==> src/rtl/protocol_pkg.sv <==
// Shared types and defaults for the voice scheduler and its oscillator/front-end neighbours.
package protocol_pkg;

  localparam int N_OSCILLATORS      = 8;
  localparam int FIXED_POINT        = 8;
  localparam int VOICE_GRACE        = 31;
  localparam int ENVELOPE_RESET_BIT = 0;
  localparam int DEFAULT_WIDTH      = 24;

  typedef enum logic [1:0] {
    WAVE_SINE,
    WAVE_SQUARE,
    WAVE_SAW,
    WAVE_TRIANGLE
  } wave_shape;

  typedef enum logic [1:0] {
    IDLE,
    SWEEP,
    DONE
  } sched_state_t;

  typedef struct packed {
    logic [31:0]              freq;
    logic [DEFAULT_WIDTH-1:0] amp;
    wave_shape                shape;
  } voice_cfg_t;

endpackage

==> src/rtl/voice_scheduler_if.sv <==
// Note-request handshake plus the time-multiplexed oscillator bus.
interface voice_scheduler_if
  import protocol_pkg::*;
#(
  parameter int N_VOICES = N_OSCILLATORS,
  parameter int WIDTH    = DEFAULT_WIDTH
);

  localparam int IW = $clog2(N_VOICES + 1);
  localparam int OW = WIDTH + FIXED_POINT;

  logic                 note_valid;
  logic                 note_ready;
  logic [31:0]          note_freq;
  logic [WIDTH-1:0]     note_amp;
  wave_shape            note_shape;

  logic [IW-1:0]        index;
  logic [31:0]          freq;
  logic [WIDTH-1:0]     amplitude;
  wave_shape            shape;
  logic [7:0]           cmds;
  logic                 osc_enable;
  logic signed [OW-1:0] osc_out;
  logic                 osc_enabled;

  // master is the scheduler: it answers note requests and drives the oscillator.
  modport master (
    input  note_valid, note_freq, note_amp, note_shape, osc_out, osc_enabled,
    output note_ready, index, freq, amplitude, shape, cmds, osc_enable
  );

  modport slave (
    output note_valid, note_freq, note_amp, note_shape, osc_out, osc_enabled,
    input  note_ready, index, freq, amplitude, shape, cmds, osc_enable
  );

endinterface

==> src/rtl/voice_allocator.sv <==
// Picks the lowest free voice, or the round-robin steal victim when every voice is busy.
module voice_allocator #(
  parameter int N_VOICES = 8
) (
  input  logic                        clk,
  input  logic                        rstn,
  input  logic [N_VOICES-1:0]         busy_i,
  input  logic                        alloc_i,
  output logic [$clog2(N_VOICES)-1:0] voice_o,
  output logic                        steal_o
);

  localparam int VW = $clog2(N_VOICES);

  logic [VW-1:0] steal_q, steal_d;

  // NOTE: every output of a combinational block gets a default before any branch, so no latch is inferred.
  always_comb begin
    steal_o = &busy_i;
    voice_o = steal_q;
    // Descending scan so the last hit, the lowest free voice, wins.
    for (int v = N_VOICES - 1; v >= 0; v--) begin
      if (!busy_i[v]) voice_o = VW'(v);
    end
  end

  always_comb begin
    steal_d = steal_q;
    if (alloc_i && steal_o) begin
      steal_d = (steal_q == VW'(N_VOICES - 1)) ? '0 : steal_q + 1'b1;
    end
  end

  always_ff @(posedge clk or negedge rstn) begin
    if (!rstn) steal_q <= '0;
    else       steal_q <= steal_d;
  end

endmodule

==> src/rtl/voice_scheduler.sv <==
// Sweeps the shared oscillator across all voices once per sample, mixes the results,
// and allocates incoming note-on requests to voices.
module voice_scheduler
  import protocol_pkg::*;
#(
  parameter int N_VOICES = N_OSCILLATORS,
  parameter int WIDTH    = DEFAULT_WIDTH,
  parameter int GRACE    = VOICE_GRACE
) (
  input  logic                                                  clk,
  input  logic                                                  rstn,
  input  logic                                                  sample_tick,
  voice_scheduler_if.master                                     bus,
  output logic signed [WIDTH+FIXED_POINT+$clog2(N_VOICES)-1:0]  mix_out,
  output logic                                                  mix_valid,
  output logic                                                  overrun
);

  localparam int IW = $clog2(N_VOICES + 1);
  localparam int VW = $clog2(N_VOICES);
  localparam int OW = WIDTH + FIXED_POINT;
  localparam int MW = OW + VW;
  localparam int GW = $clog2(GRACE + 1);

  localparam logic [IW-1:0] PARKED = IW'(N_VOICES);
  localparam logic [IW-1:0] LAST   = IW'(N_VOICES - 1);

  typedef struct packed {
    logic [31:0]      freq;
    logic [WIDTH-1:0] amp;
    wave_shape        shape;
  } cfg_t;

  sched_state_t         state_q;
  logic [IW-1:0]        index_q;
  logic signed [MW-1:0] acc_q;
  logic signed [MW-1:0] mix_out_q;
  logic                 mix_valid_q;
  logic                 overrun_q;
  logic                 osc_enable_q;

  cfg_t                 cfg_q     [N_VOICES];
  logic [GW-1:0]        grace_q   [N_VOICES];
  logic [N_VOICES-1:0]  busy_q;
  logic [N_VOICES-1:0]  pending_q;

  logic [VW-1:0]        sel;
  logic                 sweeping;
  logic                 accept;
  logic [VW-1:0]        alloc_voice;
  logic                 alloc_steal_unused;
  logic signed [MW-1:0] osc_ext;

  assign sel      = (index_q < PARKED) ? index_q[VW-1:0] : '0;
  assign sweeping = (state_q == SWEEP);
  assign accept   = bus.note_valid && (state_q == IDLE);
  assign osc_ext  = {{VW{bus.osc_out[OW-1]}}, bus.osc_out};

  // The chosen voice already accounts for stealing; the flag is not needed here.
  voice_allocator #(
    .N_VOICES (N_VOICES)
  ) u_alloc (
    .clk     (clk),
    .rstn    (rstn),
    .busy_i  (busy_q),
    .alloc_i (accept),
    .voice_o (alloc_voice),
    .steal_o (alloc_steal_unused)
  );

  // NOTE: sequential state uses non-blocking assignments so every register samples pre-edge values.
  always_ff @(posedge clk or negedge rstn) begin
    if (!rstn) begin
      state_q      <= IDLE;
      index_q      <= PARKED;
      acc_q        <= '0;
      mix_out_q    <= '0;
      mix_valid_q  <= 1'b0;
      overrun_q    <= 1'b0;
      osc_enable_q <= 1'b0;
    end else begin
      osc_enable_q <= 1'b1;
      mix_valid_q  <= 1'b0;
      if (sample_tick && (state_q != IDLE)) overrun_q <= 1'b1;
      unique case (state_q)
        IDLE: begin
          if (sample_tick) begin
            state_q <= SWEEP;
            index_q <= '0;
            acc_q   <= '0;
          end
        end
        SWEEP: begin
          acc_q   <= acc_q + osc_ext;
          index_q <= index_q + 1'b1;
          if (index_q == LAST) state_q <= DONE;
        end
        DONE: begin
          mix_out_q   <= acc_q + osc_ext;
          mix_valid_q <= 1'b1;
          index_q     <= PARKED;
          state_q     <= IDLE;
        end
        default: state_q <= IDLE;
      endcase
    end
  end

  // NOTE: the voice table is reset so a freshly reset part never sweeps stale parameters.
  always_ff @(posedge clk or negedge rstn) begin
    if (!rstn) begin
      for (int v = 0; v < N_VOICES; v++) begin
        cfg_q[v]   <= '0;
        grace_q[v] <= '0;
      end
      busy_q    <= '0;
      pending_q <= '0;
    end else if (accept) begin
      cfg_q[alloc_voice]     <= '{freq: bus.note_freq, amp: bus.note_amp, shape: bus.note_shape};
      busy_q[alloc_voice]    <= 1'b1;
      pending_q[alloc_voice] <= 1'b1;
      grace_q[alloc_voice]   <= GW'(GRACE);
    end else if (sweeping) begin
      pending_q[sel] <= 1'b0;
      // A new voice is held busy until its envelope has had time to open.
      if (grace_q[sel] != '0) grace_q[sel] <= grace_q[sel] - 1'b1;
      else                    busy_q[sel]  <= bus.osc_enabled;
    end
  end

  always_comb begin
    bus.cmds                     = '0;
    bus.cmds[ENVELOPE_RESET_BIT] = sweeping && pending_q[sel];
  end

  assign bus.note_ready = (state_q == IDLE);
  assign bus.index      = index_q;
  assign bus.freq       = cfg_q[sel].freq;
  assign bus.amplitude  = cfg_q[sel].amp;
  assign bus.shape      = cfg_q[sel].shape;
  assign bus.osc_enable = osc_enable_q;

  assign mix_out   = mix_out_q;
  assign mix_valid = mix_valid_q;
  assign overrun   = overrun_q;

endmodule

==> src/flat_wrapper.sv <==
// flat-port wrapper written by rule: the top's interface ports become plain ports
module voice_scheduler_flat import protocol_pkg::*;
#(
  parameter int N_VOICES = N_OSCILLATORS,
  parameter int WIDTH    = DEFAULT_WIDTH,
  parameter int GRACE    = VOICE_GRACE
)
  (clk, rstn, sample_tick, mix_out, mix_valid, overrun, bus_note_valid, bus_note_freq, bus_note_amp, bus_note_shape, bus_osc_out, bus_osc_enabled, bus_note_ready, bus_index, bus_freq, bus_amplitude, bus_shape, bus_cmds, bus_osc_enable);
  voice_scheduler_if #(.N_VOICES(N_VOICES), .WIDTH(WIDTH)) bus_i ();
  input  logic clk;
  input  logic rstn;
  input  logic sample_tick;
  output logic signed [WIDTH+FIXED_POINT+$clog2(N_VOICES)-1:0] mix_out;
  output logic mix_valid;
  output logic overrun;
  input wire logic [$bits(bus_i.note_valid)-1:0] bus_note_valid;
  input wire logic [$bits(bus_i.note_freq)-1:0] bus_note_freq;
  input wire logic [$bits(bus_i.note_amp)-1:0] bus_note_amp;
  input wire logic [$bits(bus_i.note_shape)-1:0] bus_note_shape;
  input wire logic [$bits(bus_i.osc_out)-1:0] bus_osc_out;
  input wire logic [$bits(bus_i.osc_enabled)-1:0] bus_osc_enabled;
  output wire logic [$bits(bus_i.note_ready)-1:0] bus_note_ready;
  output wire logic [$bits(bus_i.index)-1:0] bus_index;
  output wire logic [$bits(bus_i.freq)-1:0] bus_freq;
  output wire logic [$bits(bus_i.amplitude)-1:0] bus_amplitude;
  output wire logic [$bits(bus_i.shape)-1:0] bus_shape;
  output wire logic [$bits(bus_i.cmds)-1:0] bus_cmds;
  output wire logic [$bits(bus_i.osc_enable)-1:0] bus_osc_enable;
  assign bus_i.note_valid = bus_note_valid;
  assign bus_i.note_freq = bus_note_freq;
  assign bus_i.note_amp = bus_note_amp;
  assign bus_i.note_shape = bus_note_shape;
  assign bus_i.osc_out = bus_osc_out;
  assign bus_i.osc_enabled = bus_osc_enabled;
  assign bus_note_ready = bus_i.note_ready;
  assign bus_index = bus_i.index;
  assign bus_freq = bus_i.freq;
  assign bus_amplitude = bus_i.amplitude;
  assign bus_shape = bus_i.shape;
  assign bus_cmds = bus_i.cmds;
  assign bus_osc_enable = bus_i.osc_enable;
  voice_scheduler #(.N_VOICES(N_VOICES), .WIDTH(WIDTH), .GRACE(GRACE)) u_core (.clk(clk), .rstn(rstn), .sample_tick(sample_tick), .bus(bus_i), .mix_out(mix_out), .mix_valid(mix_valid), .overrun(overrun));
endmodule
==> config.mk <==
export PLATFORM = sky130hd
export DESIGN_NAME = voice_scheduler_flat
export DESIGN_NICKNAME = d
export VERILOG_FILES = /design/src/rtl/protocol_pkg.sv /design/src/rtl/voice_scheduler_if.sv /design/src/rtl/voice_allocator.sv /design/src/rtl/voice_scheduler.sv /design/src/flat_wrapper.sv
export SDC_FILE = /design/constraint.sdc
export NUM_CORES = 1
export LEC_CHECK = 0
export ABC_AREA = 1
export CORE_ASPECT_RATIO = 0.75
export CORE_MARGIN = 4
export CORE_UTILIZATION = 45
export DETAILED_ROUTE_END_ITERATION = 8
export GPL_ROUTABILITY_DRIVEN = 0
export PLACE_DENSITY_LB_ADDON = 0.25
export SLEW_MARGIN = 20
export SYNTH_ARGS = -nofsm -noshare
export SYNTH_HDL_FRONTEND = slang
export SYNTH_SLANG_ARGS = --single-unit
==> constraint.sdc <==
create_clock -name clk -period 5 [get_ports clk]
set_input_delay 1 -clock clk [delete_from_list [all_inputs] [get_ports clk]]
set_output_delay 1 -clock clk [all_outputs]
set_load 0.005 [all_outputs]
; After elaboration in Yosys (flattened, before gate mapping)
; Cells that the tools add are included.
[classes]
n_addsub = 4
order_cmp = 9
n_eq_ne = 7
n_mux = 47
n_bitwise = 7
reduce_logical = 21
[op_table]
columns = cell, n
row1 = bitwise mux 464 bit, 1
row2 = binary-select mux 58 bit (select 3 bit), 1
row3 = demux 58 bit (select 3 bit), 1
row4 = 2-to-1 mux 58 bit, 3
row5 = 2-to-1 mux 40 bit, 3
row6 = one-hot mux 35 bit (2 select lines), 1
row7 = bitwise mux 40 bit, 1
row8 = 2-to-1 mux 8 bit, 5
row9 = bitwise OR 40 bit, 1
row10 = adder 35 x 32 -> 35 bit, 1
row11 = 2-to-1 mux 35 bit, 1
row12 = demux 5 bit (select 3 bit), 2
row13 = 2-to-1 mux 3 bit, 10
row14 = 2-to-1 mux 5 bit, 4
row15 = bitwise OR 8 bit, 2
row16 = binary-select mux 5 bit (select 3 bit), 1
row17 = one-hot mux 4 bit (3 select lines), 1
row18 = AND reduction 2 bit, 5
row19 = AND 8 bit, 1
row20 = bitwise mux 8 bit, 1
row21 = "greater-or-equal comparator 4 bit, second input constant", 2
row22 = logical AND 1 bit, 8
row23 = "less-than comparator 3 x 4 -> 1 bit, second input constant", 2
row24 = "less-than comparator 4 x 1 -> 1 bit, second input constant", 2
row25 = 23 further kinds, 35
[word_totals]
reg_bits = 602
input_bits = 95
output_inout_bits = 109

; Longest topological paths before layout
[depth]
depth_word = 15
ltp_mapped = 20

; Hierarchy
; A second synthesis with hierarchy kept.
[hier_totals]
cells_unflattened = 3467
area_unflattened_um2 = 28407.2
[modules_own_cells]
columns = module, n_inst, cells_each, area_per_inst_um2, seq_area_each_um2
row1 = voice_scheduler, 1, 3432, 28147.0, 14990.6
row2 = voice_allocator, 1, 35, 260.2, 75.1

; Worst setup path before layout
; OpenSTA, ideal clock, no wires.
[synth_timing]
kind = reg-to-output
start = register u_core.index_q[3], in the netlist u_core.bus.index[3]
end = output bus_amplitude[23]
arrival_ns = 1.794
required_time_ns = 4.000
slack_ns = 2.206
path_stages_with_launch = 11
path_buffers = 3
cell_sequence = dfstp_2 inv_2 buf_6 nand2_4 nor2_2 nand2_1 inv_2 clkbuf_1 buf_2 a221oi_1 nand2_1
[synth_via]
elab_chain_cells = 6
[synth_rtl]
columns = element, line
row1 = start: declaration, voice_scheduler.sv:35  ; logic [IW-1:0] index_q;
row2 = start signal: assignment, voice_scheduler.sv:95  ; index_q <= index_q + 1'b1;
row3 = less-than comparator 4 bit, voice_scheduler.sv:54  ; assign sel = (index_q < PARKED) ? index_q[VW-1:0] : '0;
row4 = 2-to-1 mux 3 bit, voice_scheduler.sv:54
row5 = inverter 3 -> 4 bit (not written as such), voice_scheduler.sv:139  ; assign bus.amplitude = cfg_q[sel].amp;
row6 = binary-select mux 58 bit (select 3 bit), voice_scheduler.sv:139
row7 = 2-to-1 mux 58 bit (2 in series), -
row8 = end: declaration, flat_wrapper.sv:25  ; output wire logic [$bits(bus_i.amplitude)-1:0] bus_amplitude;
; No other way between the ends. The select of a mux whose other input is x is not followed.

; Worst setup path after layout
[layout_timing]
start = register u_core.index_q[3], in the netlist u_core.bus.index[3]
end = output bus_freq[14]
[layout_via]
elab_chain_cells = 6
[layout_rtl]
columns = element, line
row1 = less-than comparator 4 bit, voice_scheduler.sv:54
row2 = 2-to-1 mux 3 bit, voice_scheduler.sv:54
row3 = inverter 3 -> 4 bit (not written as such), voice_scheduler.sv:138  ; assign bus.freq = cfg_q[sel].freq;
row4 = binary-select mux 58 bit (select 3 bit), voice_scheduler.sv:138
row5 = 2-to-1 mux 58 bit (not written as such) (2 in series), voice_scheduler.sv:138
row6 = end: declaration, flat_wrapper.sv:24  ; output wire logic [$bits(bus_i.freq)-1:0] bus_freq;
; No other way between the ends. The select of a mux whose other input is x is not followed.

==> results.py <==
metrics = {
    "run_status": {
        "status": "complete, no violations",
    },
    "die": {
        "row_count": 78,
        "die_h_um": 222,
        "start_util_pct": 45.5,
        "die_area_um2": 65300,
        "io_pins": 204,
        "fp.dieW_um": 294,
        "core_area_um2": 60500,
    },
    "route": {
        "post_drt_via_cell_ratio": 5.69,
        "dr.pass1.iters": 6,
        "drc": 0,
        "routedWlPerCell_um": 19.8,
        "wl_mm": 82.3,
        "routed-via-count": 23700,
        "ant_nets": 0,
        "first_iter_violations": 2471,
    },
    "power_and_ir_drop": {
        "power.total_uw": 20800,
        "power_density_nw_per_um2": 642,
        "p_leak_uw": 0.0154,
        "peakVddDrop_uv": 295,
    },
    "layout": {
        "multi_input_area_um2": 11200,
        "final_layout_size_suffix_gt1_share_pct": 5.45,
        "area_growth_pct": 17.3,
        "regArea_um2": 15100,
        "fillerInstances": 5399,
        "n_antenna_cell": 0,
        "fin_nets": 3451,
    },
    "synth": {
        "synth-main-ff-cell": "dfrtp_1",
        "avgSynthCellArea_um2": 8.64,
        "yosysTopAreaCellShare_pct": 54.6,
        "yosysWarnings": 0,
        "synth_area_leaders": "dfrtp_1, nand2_1, o21ai_0",
        "syn_area_um2": 27500,
        "ys_types": 49,
        "synth_seq_cells": 602,
        "synth_top_area_cell": "dfrtp_1",
        "synthArstFlopShare_pct": 100,
        "synth-edff-count": 0,
        "synth.yosys.seq_area_share_pct": 54.7,
        "yosysMostFrequentCell": "nand2_1",
        "syn_inst": 3186,
        "synthTopCellsByCount": "nand2_1, dfrtp_1, o21ai_0",
    },
    "sta": {
        "slew_violations": 0,
        "fmax_mhz": 213,
        "fin_crit_ps": 4700,
        "final.setup.tns_ps": 0,
        "slew_headroom_pct": 38.9,
        "finalSetupViolations": 0,
        "rsz0062_at_grt": "false",
        "tightest_slew_ps": 916,
        "finalCritPeriodShare_pct": 93.9,
        "hold_slack_ps": 447,
        "hold_violations": 0,
        "fin_worst_skew_ps": 23.7,
    },
    "placed_design": {
        "io_buffers": 196,
        "hpwl_mm": 52.4,
    },
    "setup_path": {
        "cp_top_family": "buffers and inverters",
        "worstPathRequired_ps": 4000,
        "cp_slowest_cell": "inv_2",
        "arrival_ps": 3700,
        "path_max_fanout": 29,
        "worst_setup_path_start_kind": "flop",
        "path_class": "reg -> out",
        "critPathMaxStageDelay_ps": 620,
        "crit_chain": "inv_2 > nand2_2 > nand2_1 > inv_2 > buf_12 > a22o_1 > a221oi_1 > nand2_1 > clkdlybuf4s50_1",
        "end_kind": "primary output",
        "worst-path-buf-inv": 4,
    },
    "flow_run": {
        "cap_violations": 0,
    },
    "global_routing": {
        "antenna_found_initial": 0,
        "grtUsageTotal_pct": 25.1,
        "grt_pass1_wl_mm": 130,
        "first_global_vias": 23000,
        "grt_max_degree": 124,
        "grt-ovfl-total": 0,
    },
    "clock_tree": {
        "cts_made_buffers": 60,
        "clkTransAtPathRegs_ps": 60,
        "cts.sinks": 602,
        "htreeDepth": 2,
        "cts_tree": "built",
        "cts.path.max_buffers": 3,
        "root_buffer": "clkbuf_16",
        "worst_skew_pair.late_latency_ps": 640,
    },
    "worst_hold_path": {
        "holdCritPathClass": "in -> async",
    },
}
[registers in the layout, summed over array words and instances (netlist names)]
register and flops:
u_core.acc_q 35, u_core.bus.osc_enable 1, u_core.mix_valid 1, u_core.busy_q 8, u_core.grace_q 40, u_core.bus.index 4, u_core.overrun 1, u_core.state_q 2
u_core.cfg_q 464, u_core.u_alloc.steal_q 3, u_core.pending_q 8, u_core.mix_out 35
[worst reg2reg max path: cells and delay by family, from the launching register on]
family	cells	cell delay [ps]
AND/OR/NAND/NOR	4	1230
AO/OA/AOI/OAI	1	240
flip-flops	1	400
adder cells (fa/ha/maj)	1	250
buffers and inverters	3	840
[through the flow]
| step | utilization, % | std cells | cell area, µm² | setup WS (ps) |
|---|---|---|---|---|
| after floorplan | - | 3192 | 27600 | 2210 |
| after global routing | 53.4 | 4155 | 32300 | 109 |
| after global placement | 50.1 | 4051 | 30300 | 985 |
| final | 53.4 | 4155 | 32300 | 303 |
| after CTS | 53.4 | 4155 | 32300 | 242 |
| after detailed placement | 50.1 | 4051 | 30300 | 929 |
[final timing paths]
check,slack [ps],end,start,cells after the start
max reg2reg,1950,u_core.cfg_q[8]$_DFFE_PN0P_,u_core.state_q[0]$_DFFE_PN0P_,9
min,450,u_core.bus.osc_enable$_DFF_PN0_,rstn,1
min in group clk,480,u_core.mix_out[32]$_DFFE_PN0P_,u_core.mix_out[32]$_DFFE_PN0P_,2
max,300,bus_freq[14],u_core.bus.index[3]$_DFFE_PN1P_,9
max in group asynchronous,3310,u_core.cfg_q[47]$_DFFE_PN0P_,rstn,2
min reg2reg,480,u_core.mix_out[32]$_DFFE_PN0P_,u_core.mix_out[32]$_DFFE_PN0P_,2
[layout make-up]
class,count,area share (%)
Clock buffer,79,5.15
Clock inverter,25,0.964
Inverter,172,2.01
Multi-Input combinational cell,2239,34.6
Sequential cell,602,46.6
Tap cell,800,3.10
Timing Repair Buffer,238,7.60
[layer usage]
layer / track usage [%] / routed length [µm] / vias to the layer above
met1: 37.6 / 37000 / 11500
met3: 5.42 / 7870 / 128
met2: 37.1 / 35600 / 1045
met5: 0 / 0 / -
li1: - / - / 10900
met4: 6.61 / 1870 / 0
[cell usage in the layout, fill, tap and decap left out, types with 2 or more instances in the layout]
| cell | synthesis | final |
|---|---|---|
| buf_12 | 0 | 14 |
| nand2_1 | 1044 | 1040 |
| inv_2 | 13 | 14 |
| nor3_1 | 9 | 9 |
| buf_4 | 8 | 28 |
| conb_1 | 2 | 8 |
| clkdlybuf4s50_1 | 0 | 195 |
| ha_1 | 42 | 42 |
| bufinv_16 | 0 | 6 |
| nor2_2 | 3 | 3 |
| a21o_1 | 4 | 4 |
| clkbuf_16 | 0 | 61 |
| xor2_1 | 5 | 5 |
| inv_16 | 0 | 2 |
| nand3_4 | 0 | 4 |
| a22o_1 | 87 | 87 |
| clkinv_1 | 2 | 2 |
| nand2_2 | 10 | 10 |
| clkinv_2 | 0 | 15 |
| nand3_1 | 108 | 104 |
| nand3b_1 | 11 | 11 |
| o21ai_0 | 570 | 570 |
| inv_1 | 157 | 155 |
| o21ai_1 | 5 | 5 |
| o21bai_1 | 4 | 4 |
| nand2_4 | 1 | 5 |
| nor4_1 | 2 | 2 |
| a21boi_0 | 3 | 3 |
| clkbuf_1 | 126 | 11 |
| nand4_1 | 8 | 8 |
| o21a_1 | 6 | 6 |
| dfrtp_1 | 601 | 601 |
| xnor2_1 | 14 | 14 |
| o22ai_1 | 2 | 2 |
| a21oi_1 | 69 | 69 |
| a221oi_1 | 99 | 98 |
| o2bb2ai_1 | 9 | 9 |
| clkbuf_8 | 0 | 7 |
| nor2_1 | 101 | 101 |
| o21ai_2 | 2 | 2 |
[where the power goes]
group / internal (µW) / total, µW / switching (µW)
clock: 2640 / 4610 / 1960
combinational: 3150 / 7980 / 4820
sequential: 6930 / 8170 / 1240
[logic make-up after synthesis]
logic type               after synthesis  share of synthesized area (%)
AND/OR/NAND/NOR                     1302                           18.8
AO/OA/AOI/OAI                        867                           18.7
flip-flops                           602                           54.7
buffers and inverters                351                           5.15
adder cells (fa/ha/maj)               43                           1.98
XOR/XNOR                              19                          0.604
other                                  2                         0.0273
[what timing repair did]
item	4_1_cts	5_1_grt
gates resized for setup	0	2
setup buffers	0	0
hold endpoints to repair	0	0
setup endpoints to repair	0	27
hold buffers	0	0
(Power assumes the default switching activity.)
